<file path="src/rtl/pong_pkg.sv">
// Shared match-controller types: FSM state encoding, match mode constants
// and a small compile-time helper used to size the delay counter.
package pong_pkg;

  typedef enum logic [2:0] {
    ST_IDLE       = 3'd0,
    ST_PLAY       = 3'd1,
    ST_SERVE_WAIT = 3'd2,
    ST_PAUSE      = 3'd3,
    ST_OVER       = 3'd4
  } match_state_e;

  localparam logic MODE_TIMED    = 1'b0;
  localparam logic MODE_FIRST_TO = 1'b1;

  function automatic int max_int(input int a, input int b);
    return (a > b) ? a : b;
  endfunction

endpackage

</file>
<file path="src/rtl/match_delay_counter.sv">
// Loadable down-counter shared by the SERVE_WAIT and OVER hold timers.
// o_done is high whenever the count sits at zero.
module match_delay_counter #(
  parameter int W = 4
) (
  input  logic         i_clk,
  input  logic         i_rst_n,
  input  logic         i_load,
  input  logic [W-1:0] i_load_val,
  input  logic         i_en,
  output logic         o_done
);

  logic [W-1:0] r_count;

  always_ff @(posedge i_clk or negedge i_rst_n) begin
    if (!i_rst_n) begin
      r_count <= '0;
    end else if (i_load) begin
      r_count <= i_load_val;
    end else if (i_en && (r_count != '0)) begin
      r_count <= r_count - W'(1);
    end
  end

  assign o_done = (r_count == '0);

endmodule

</file>
<file path="src/rtl/match_controller.sv">
// Match sequencing FSM for the pong game: scoring, serve timing, pause,
// timed / first-to-N end conditions and winner/draw reporting.
//
//   state       | meaning
//   ST_IDLE     | scores cleared, waiting for start
//   ST_PLAY     | ball live, stop low
//   ST_SERVE_WAIT | point scored, holding SERVE_DELAY cycles before serving
//   ST_PAUSE    | motion frozen until the next pause pulse
//   ST_OVER     | result shown for OVER_HOLD cycles
module match_controller
  import pong_pkg::*;
#(
  parameter int NUM_PLAYERS = 2,
  parameter int SCORE_W     = 4,
  parameter int WIN_SCORE   = 9,
  parameter int SERVE_DELAY = 2,
  parameter int OVER_HOLD   = 2
) (
  input  logic                           i_clk,
  input  logic                           i_rst_n,
  input  logic                           i_start,
  input  logic                           i_pause,
  input  logic                           i_mode,
  input  logic                           i_time_up,
  input  logic [NUM_PLAYERS-1:0]         i_miss,
  output logic                           o_stop,
  output logic                           o_serve,
  output logic [2:0]                     o_state,
  output logic [NUM_PLAYERS*SCORE_W-1:0] o_scores,
  output logic [1:0]                     o_winner,
  output logic                           o_draw
);

  localparam int CNT_W = $clog2(max_int(SERVE_DELAY, OVER_HOLD)) + 1;
  localparam logic [CNT_W-1:0]   SERVE_LOAD = CNT_W'(SERVE_DELAY - 1);
  localparam logic [CNT_W-1:0]   OVER_LOAD  = CNT_W'(OVER_HOLD - 1);
  localparam logic [SCORE_W-1:0] SCORE_MAX  = '1;
  localparam logic [SCORE_W-1:0] WIN_VAL    = SCORE_W'(WIN_SCORE);

  typedef logic [NUM_PLAYERS-1:0][SCORE_W-1:0] score_vec_t;

  match_state_e     r_state;
  match_state_e     w_next;
  logic             r_mode;
  logic             r_stop;
  logic             r_serve;
  logic             r_draw;
  logic [1:0]       r_winner;
  score_vec_t       r_scores;

  score_vec_t       w_upd;
  score_vec_t       w_final;
  logic             w_hit_win;
  logic             w_any_miss;
  logic [SCORE_W-1:0] w_best;
  logic [1:0]       w_winner;
  logic [2:0]       w_tie_cnt;
  logic             w_draw;

  logic             w_cnt_load;
  logic             w_cnt_en;
  logic             w_cnt_done;
  logic [CNT_W-1:0] w_cnt_val;

  assign w_any_miss = |i_miss;

  // Every player who did not miss gains a point, saturating at full scale.
  always_comb begin
    w_upd     = r_scores;
    w_hit_win = 1'b0;
    for (int i = 0; i < NUM_PLAYERS; i++) begin
      if (!i_miss[i] && (r_scores[i] != SCORE_MAX)) begin
        w_upd[i] = r_scores[i] + SCORE_W'(1);
      end
      if (w_upd[i] >= WIN_VAL) begin
        w_hit_win = 1'b1;
      end
    end
  end

  // Result is judged on the scores that will be held during OVER.
  always_comb begin
    w_final   = w_any_miss ? w_upd : r_scores;
    w_best    = '0;
    w_winner  = '0;
    w_tie_cnt = '0;
    for (int i = 0; i < NUM_PLAYERS; i++) begin
      if (w_final[i] > w_best) begin
        w_best   = w_final[i];
        w_winner = 2'(i);
      end
    end
    for (int i = 0; i < NUM_PLAYERS; i++) begin
      if (w_final[i] == w_best) begin
        w_tie_cnt = w_tie_cnt + 3'd1;
      end
    end
    w_draw = (w_tie_cnt > 3'd1);
  end

  always_comb begin
    w_next = r_state;
    case (r_state)
      ST_IDLE: begin
        if (i_start) w_next = ST_PLAY;
      end
      ST_PLAY: begin
        if (w_any_miss) begin
          w_next = ((r_mode == MODE_FIRST_TO) && w_hit_win) ? ST_OVER : ST_SERVE_WAIT;
        end else if ((r_mode == MODE_TIMED) && i_time_up) begin
          w_next = ST_OVER;
        end else if (i_pause) begin
          w_next = ST_PAUSE;
        end
      end
      ST_SERVE_WAIT: begin
        if (w_cnt_done) w_next = ST_PLAY;
      end
      ST_PAUSE: begin
        if (i_pause) w_next = ST_PLAY;
      end
      ST_OVER: begin
        if (w_cnt_done) w_next = ST_IDLE;
      end
      default: w_next = ST_IDLE;
    endcase
  end

  // Both timed states are only ever entered from PLAY.
  assign w_cnt_load = (r_state == ST_PLAY) &&
                      ((w_next == ST_SERVE_WAIT) || (w_next == ST_OVER));
  assign w_cnt_val  = (w_next == ST_OVER) ? OVER_LOAD : SERVE_LOAD;
  assign w_cnt_en   = (r_state == ST_SERVE_WAIT) || (r_state == ST_OVER);

  match_delay_counter #(
    .W (CNT_W)
  ) u_delay (
    .i_clk      (i_clk),
    .i_rst_n    (i_rst_n),
    .i_load     (w_cnt_load),
    .i_load_val (w_cnt_val),
    .i_en       (w_cnt_en),
    .o_done     (w_cnt_done)
  );

  always_ff @(posedge i_clk or negedge i_rst_n) begin
    if (!i_rst_n) begin
      r_state  <= ST_IDLE;
      r_mode   <= MODE_TIMED;
      r_stop   <= 1'b1;
      r_serve  <= 1'b0;
      r_scores <= '0;
      r_winner <= '0;
      r_draw   <= 1'b0;
    end else begin
      r_state <= w_next;
      r_stop  <= (w_next != ST_PLAY);
      r_serve <= (w_next == ST_PLAY) &&
                 ((r_state == ST_IDLE) || (r_state == ST_SERVE_WAIT));
      if ((r_state == ST_IDLE) && i_start) begin
        r_mode <= i_mode;
      end
      if (w_next == ST_IDLE) begin
        r_scores <= '0;
        r_winner <= '0;
        r_draw   <= 1'b0;
      end else begin
        if ((r_state == ST_PLAY) && w_any_miss) begin
          r_scores <= w_upd;
        end
        if ((r_state == ST_PLAY) && (w_next == ST_OVER)) begin
          r_winner <= w_winner;
          r_draw   <= w_draw;
        end
      end
    end
  end

  assign o_state  = r_state;
  assign o_stop   = r_stop;
  assign o_serve  = r_serve;
  assign o_scores = r_scores;
  assign o_winner = r_winner;
  assign o_draw   = r_draw;

endmodule

</file>
<file path="config.mk">
export PLATFORM = sky130hd
export DESIGN_NAME = match_controller
export DESIGN_NICKNAME = d
export VERILOG_FILES = /design/src/rtl/pong_pkg.sv /design/src/rtl/match_delay_counter.sv /design/src/rtl/match_controller.sv
export SDC_FILE = /design/constraint.sdc
export NUM_CORES = 1
export LEC_CHECK = 0
export ABC_AREA = 1
export CAP_MARGIN = 40
export CORE_AREA = 2 2 57 59
export DETAILED_ROUTE_END_ITERATION = 6
export DIE_AREA = 0 0 59 61
export GPL_TIMING_DRIVEN = 0
export PLACE_DENSITY = 0.89
export SLEW_MARGIN = 15
export SYNTH_ARGS = -nofsm -noshare
export SYNTH_HDL_FRONTEND = slang
export SYNTH_HIERARCHICAL = 1
export SYNTH_SLANG_ARGS = --single-unit
</file>
<file path="constraint.sdc">
create_clock -name i_clk -period 2.6 [get_ports i_clk]
set_input_delay 0.78 -clock i_clk [delete_from_list [all_inputs] [get_ports i_clk]]
set_output_delay 0.78 -clock i_clk [all_outputs]
set_load 0.03 [all_outputs]
</file>
==> impl_metrics.py <==
metrics = {
    "outcome": {
        "outcome": "finished clean",
    },
    "floorplan": {
        "dieArea_mm2": 0.003599,
        "ioPinCount": 24,
        "die_w_um": 59,
        "rows": 20,
        "die_height_um": 61,
        "core_mm2": 0.002953,
        "initial_core_util_pct": 53.01,
    },
    "timing": {
        "max_freq_ghz": 0.4273,
        "hold_ws_ns": 0.5412,
        "slew_violations": 0,
        "fin_worst_skew_ns": 0.008232,
        "setup_tns_ns": 0,
        "max_slew_margin_pct": 46.29,
        "post-route-period-util_pct": 90.00,
        "setup_viol_count_final": 0,
        "layout_min_cycle_time_ns": 2.340,
        "tightest_slew_ns": 0.8031,
        "rsz0062_at_grt": "no",
        "hold_violations": 0,
    },
    "pwr": {
        "powerDensity_mw_per_mm2": 1033,
        "ir_worst_vdd_v": 0.0008104,
        "leakagePower_nw": 0.9798,
    },
    "cells_and_area": {
        "final_core_util_pct": 63.98,
        "seq_area_um2": 451.7,
        "drive_gt1_share_pct": 15.56,
        "area_growth_pct": 20.70,
        "fin_area_mm2": 0.001889,
        "multi_input_area_um2": 950.9,
        "layout_commonest_cell": "nand2_1",
        "fillerInstances": 289,
        "fin_cells": 303,
        "fin_nets": 286,
        "antenna_cells": 0,
        "final_cell_mix": "nand2_1 (83), inv_1 (27), o21ai_0 (22)",
    },
    "setup_path": {
        "r2r_slack_ns": 0.35,
        "endpoint_kind": "output port",
        "cp_cell_sequence": "clkdlybuf4s50_1",
        "worstPathArrival_ns": 1.56,
        "cp_slowest_cell": "clkdlybuf4s50_1",
        "worst_path_largest_cell_delay_ns": 0.73,
        "required_ns": 1.82,
        "crit_family": "buffers and inverters",
        "crit_buf_inv": 1,
        "worstPathMaxFanout": 7,
        "critPathLaunchType": "register",
        "path_class": "reg2out",
    },
    "synthesis": {
        "synth_xor_area_share_pct": 0,
        "yosys_most_used_dff": "dfrtp_1",
        "ys_async_sr_fraction_pct": 100.0,
        "netlist_area_mm2": 0.001565,
        "synth_edf_count": 0,
        "synth-seq-cells": 18,
        "synth_fa_ha_area_share_pct": 5.596,
        "synth_cell_type_count": 30,
        "synth_top_family_by_area": "simple AND/OR/NAND/NOR gates",
        "synth-simple-area-share_pct": 41.49,
        "ys_seq_area_share_pct": 28.86,
        "synth_compound_area_share_pct": 11.91,
        "synthCells": 243,
        "synth.area.mux_share_pct": 0,
        "yosys_warnings": 6,
        "synth.avg_cell_area_um2": 6.441,
    },
    "route": {
        "ant_nets": 0,
        "vias": 1549,
        "detail_route.wirelength_um": 3359,
        "drc_errors": 0,
        "wire_per_inst_um": 11.09,
        "drtPass1Iterations": 4,
        "routed_via_density": 5.112,
        "drtIter0Drc": 30,
    },
    "global_routing": {
        "grtUsageTotal_pct": 19.52,
        "grt_max_degree": 19,
        "grt_first_pass_wirelength_um": 5464,
        "grt_pass1_vias": 1345,
        "grt_antenna_before_repair": 0,
        "grt-ovfl-total": 0,
    },
    "cts": {
        "clock_sinks": 18,
        "cts_made_buffers": 3,
        "cts_tree": "yes",
        "htree_num_levels": 1,
        "cts-hold-fix-buffers": 0,
        "clock_latency_ns": 0.30,
        "clkSlewWorstSetupHoldPaths_ns": 0.10,
        "clk_path_buf_depth": 2,
        "root_buffer": "clkbuf_4",
    },
    "placed_design": {
        "place.gp.congestion": 0.8371,
        "place_area_mm2": 0.001831,
        "dp_hpwl_um": 2661,
        "portBuffers": 22,
        "placed_cells": 299,
    },
    "flow_run": {
        "drv_cap": 0,
    },
    "worst_hold_path": {
        "min-delay-path-class": "reg2reg",
    },
}
worst min-delay path, cell delays in order (launching register included):
cell and delay [ns]:
dfrtp_1 0.37, nand3_1 0.08, nand2_1 0.06
sequential cells by signal, indices dropped and copies added, names as in the netlist:
register and cells:
o_scores 8, o_state 3, u_delay/r_count 2, o_draw 1, o_serve 1, o_stop 1
o_winner 1, r_mode 1
cell families after synthesis:
family	Yosys count
buf+inv	44
compound gates	34
simple gates	138
fa+ha+maj	7
flops	18
other cells	2
routing by layer:
layer	up-vias	wire (µm)	track usage [%]
met2	32	1665	35.08
met4	0	42	6.169
met1	696	1540	25.00
met5	-	0	0
met3	4	111	1.493
li1	817	-	-
where the power goes:
group	leakage, nW	internal, W	switching, W	total (W)
clock	0.0210	0.0000855	0.0000863	0.000172
combinational	0.727	0.000484	0.000801	0.00129
sequential	0.232	0.000384	0.000111	0.000495
total	0.980	0.000953	0.000999	0.00195
synthesized netlist by cell type, types with 2 or more instances:
library cell | number | area share [%]
clkbuf_1 | 2 | 0.48
nand2_2 | 7 | 2.8
nand2_4 | 2 | 1.4
inv_1 | 27 | 6.5
nor2_2 | 2 | 0.80
nand3b_1 | 2 | 0.96
nor2_1 | 18 | 4.3
nand3_2 | 2 | 1.3
conb_1 | 2 | 0.48
o21ai_0 | 23 | 7.4
nand3_1 | 12 | 3.8
inv_2 | 10 | 2.4
o21ai_1 | 2 | 0.64
buf_4 | 2 | 0.96
ha_1 | 7 | 5.6
a21oi_1 | 4 | 1.3
nand4_1 | 2 | 0.80
dfrtp_1 | 17 | 27
buf_2 | 2 | 0.64
nand2_1 | 83 | 20
o21ai_2 | 3 | 1.7
nor3_1 | 4 | 1.3
final timing paths:
path	cells after the start	from	end
max	1	o_state[2]	o_state[2]
min	2	u_delay/r_count[0]	u_delay/r_count[0]
max reg2reg	15	o_scores[4]	o_winner[0]
min reg2reg	2	u_delay/r_count[0]	u_delay/r_count[0]
max in group asynchronous	1	i_rst_n	o_state[2]
min in group asynchronous	1	i_rst_n	u_delay/r_count[0]
cell type report:
type | instances | share of cell area (%)
tap | 33 | 2.185
buffer | 7 | 2.384
timing repair buffer | 22 | 11.92
multi-input combinational | 182 | 50.33
inverter | 37 | 7.351
sequential | 18 | 23.91
clock buffer | 4 | 1.921
timing repair:
action / CTS / global route
setup buffers: 0 / 0
pin swaps: 0 / 2
resized for setup: 1 / 6
endpoints found under the setup margin: 1 / 3
per-stage QoR:
step | worst slack (ns) | total power, W
after CTS | 0.08552 | 0.001945
after global placement | -0.2939 | 0.001729
after floorplan | 0.4484 | 0.001425
after detailed placement | -0.2930 | 0.001769
final | 0.2600 | 0.001952
after global routing | 0.1611 | 0.002128
No activity file was read; power rests on OpenSTA's default activity.
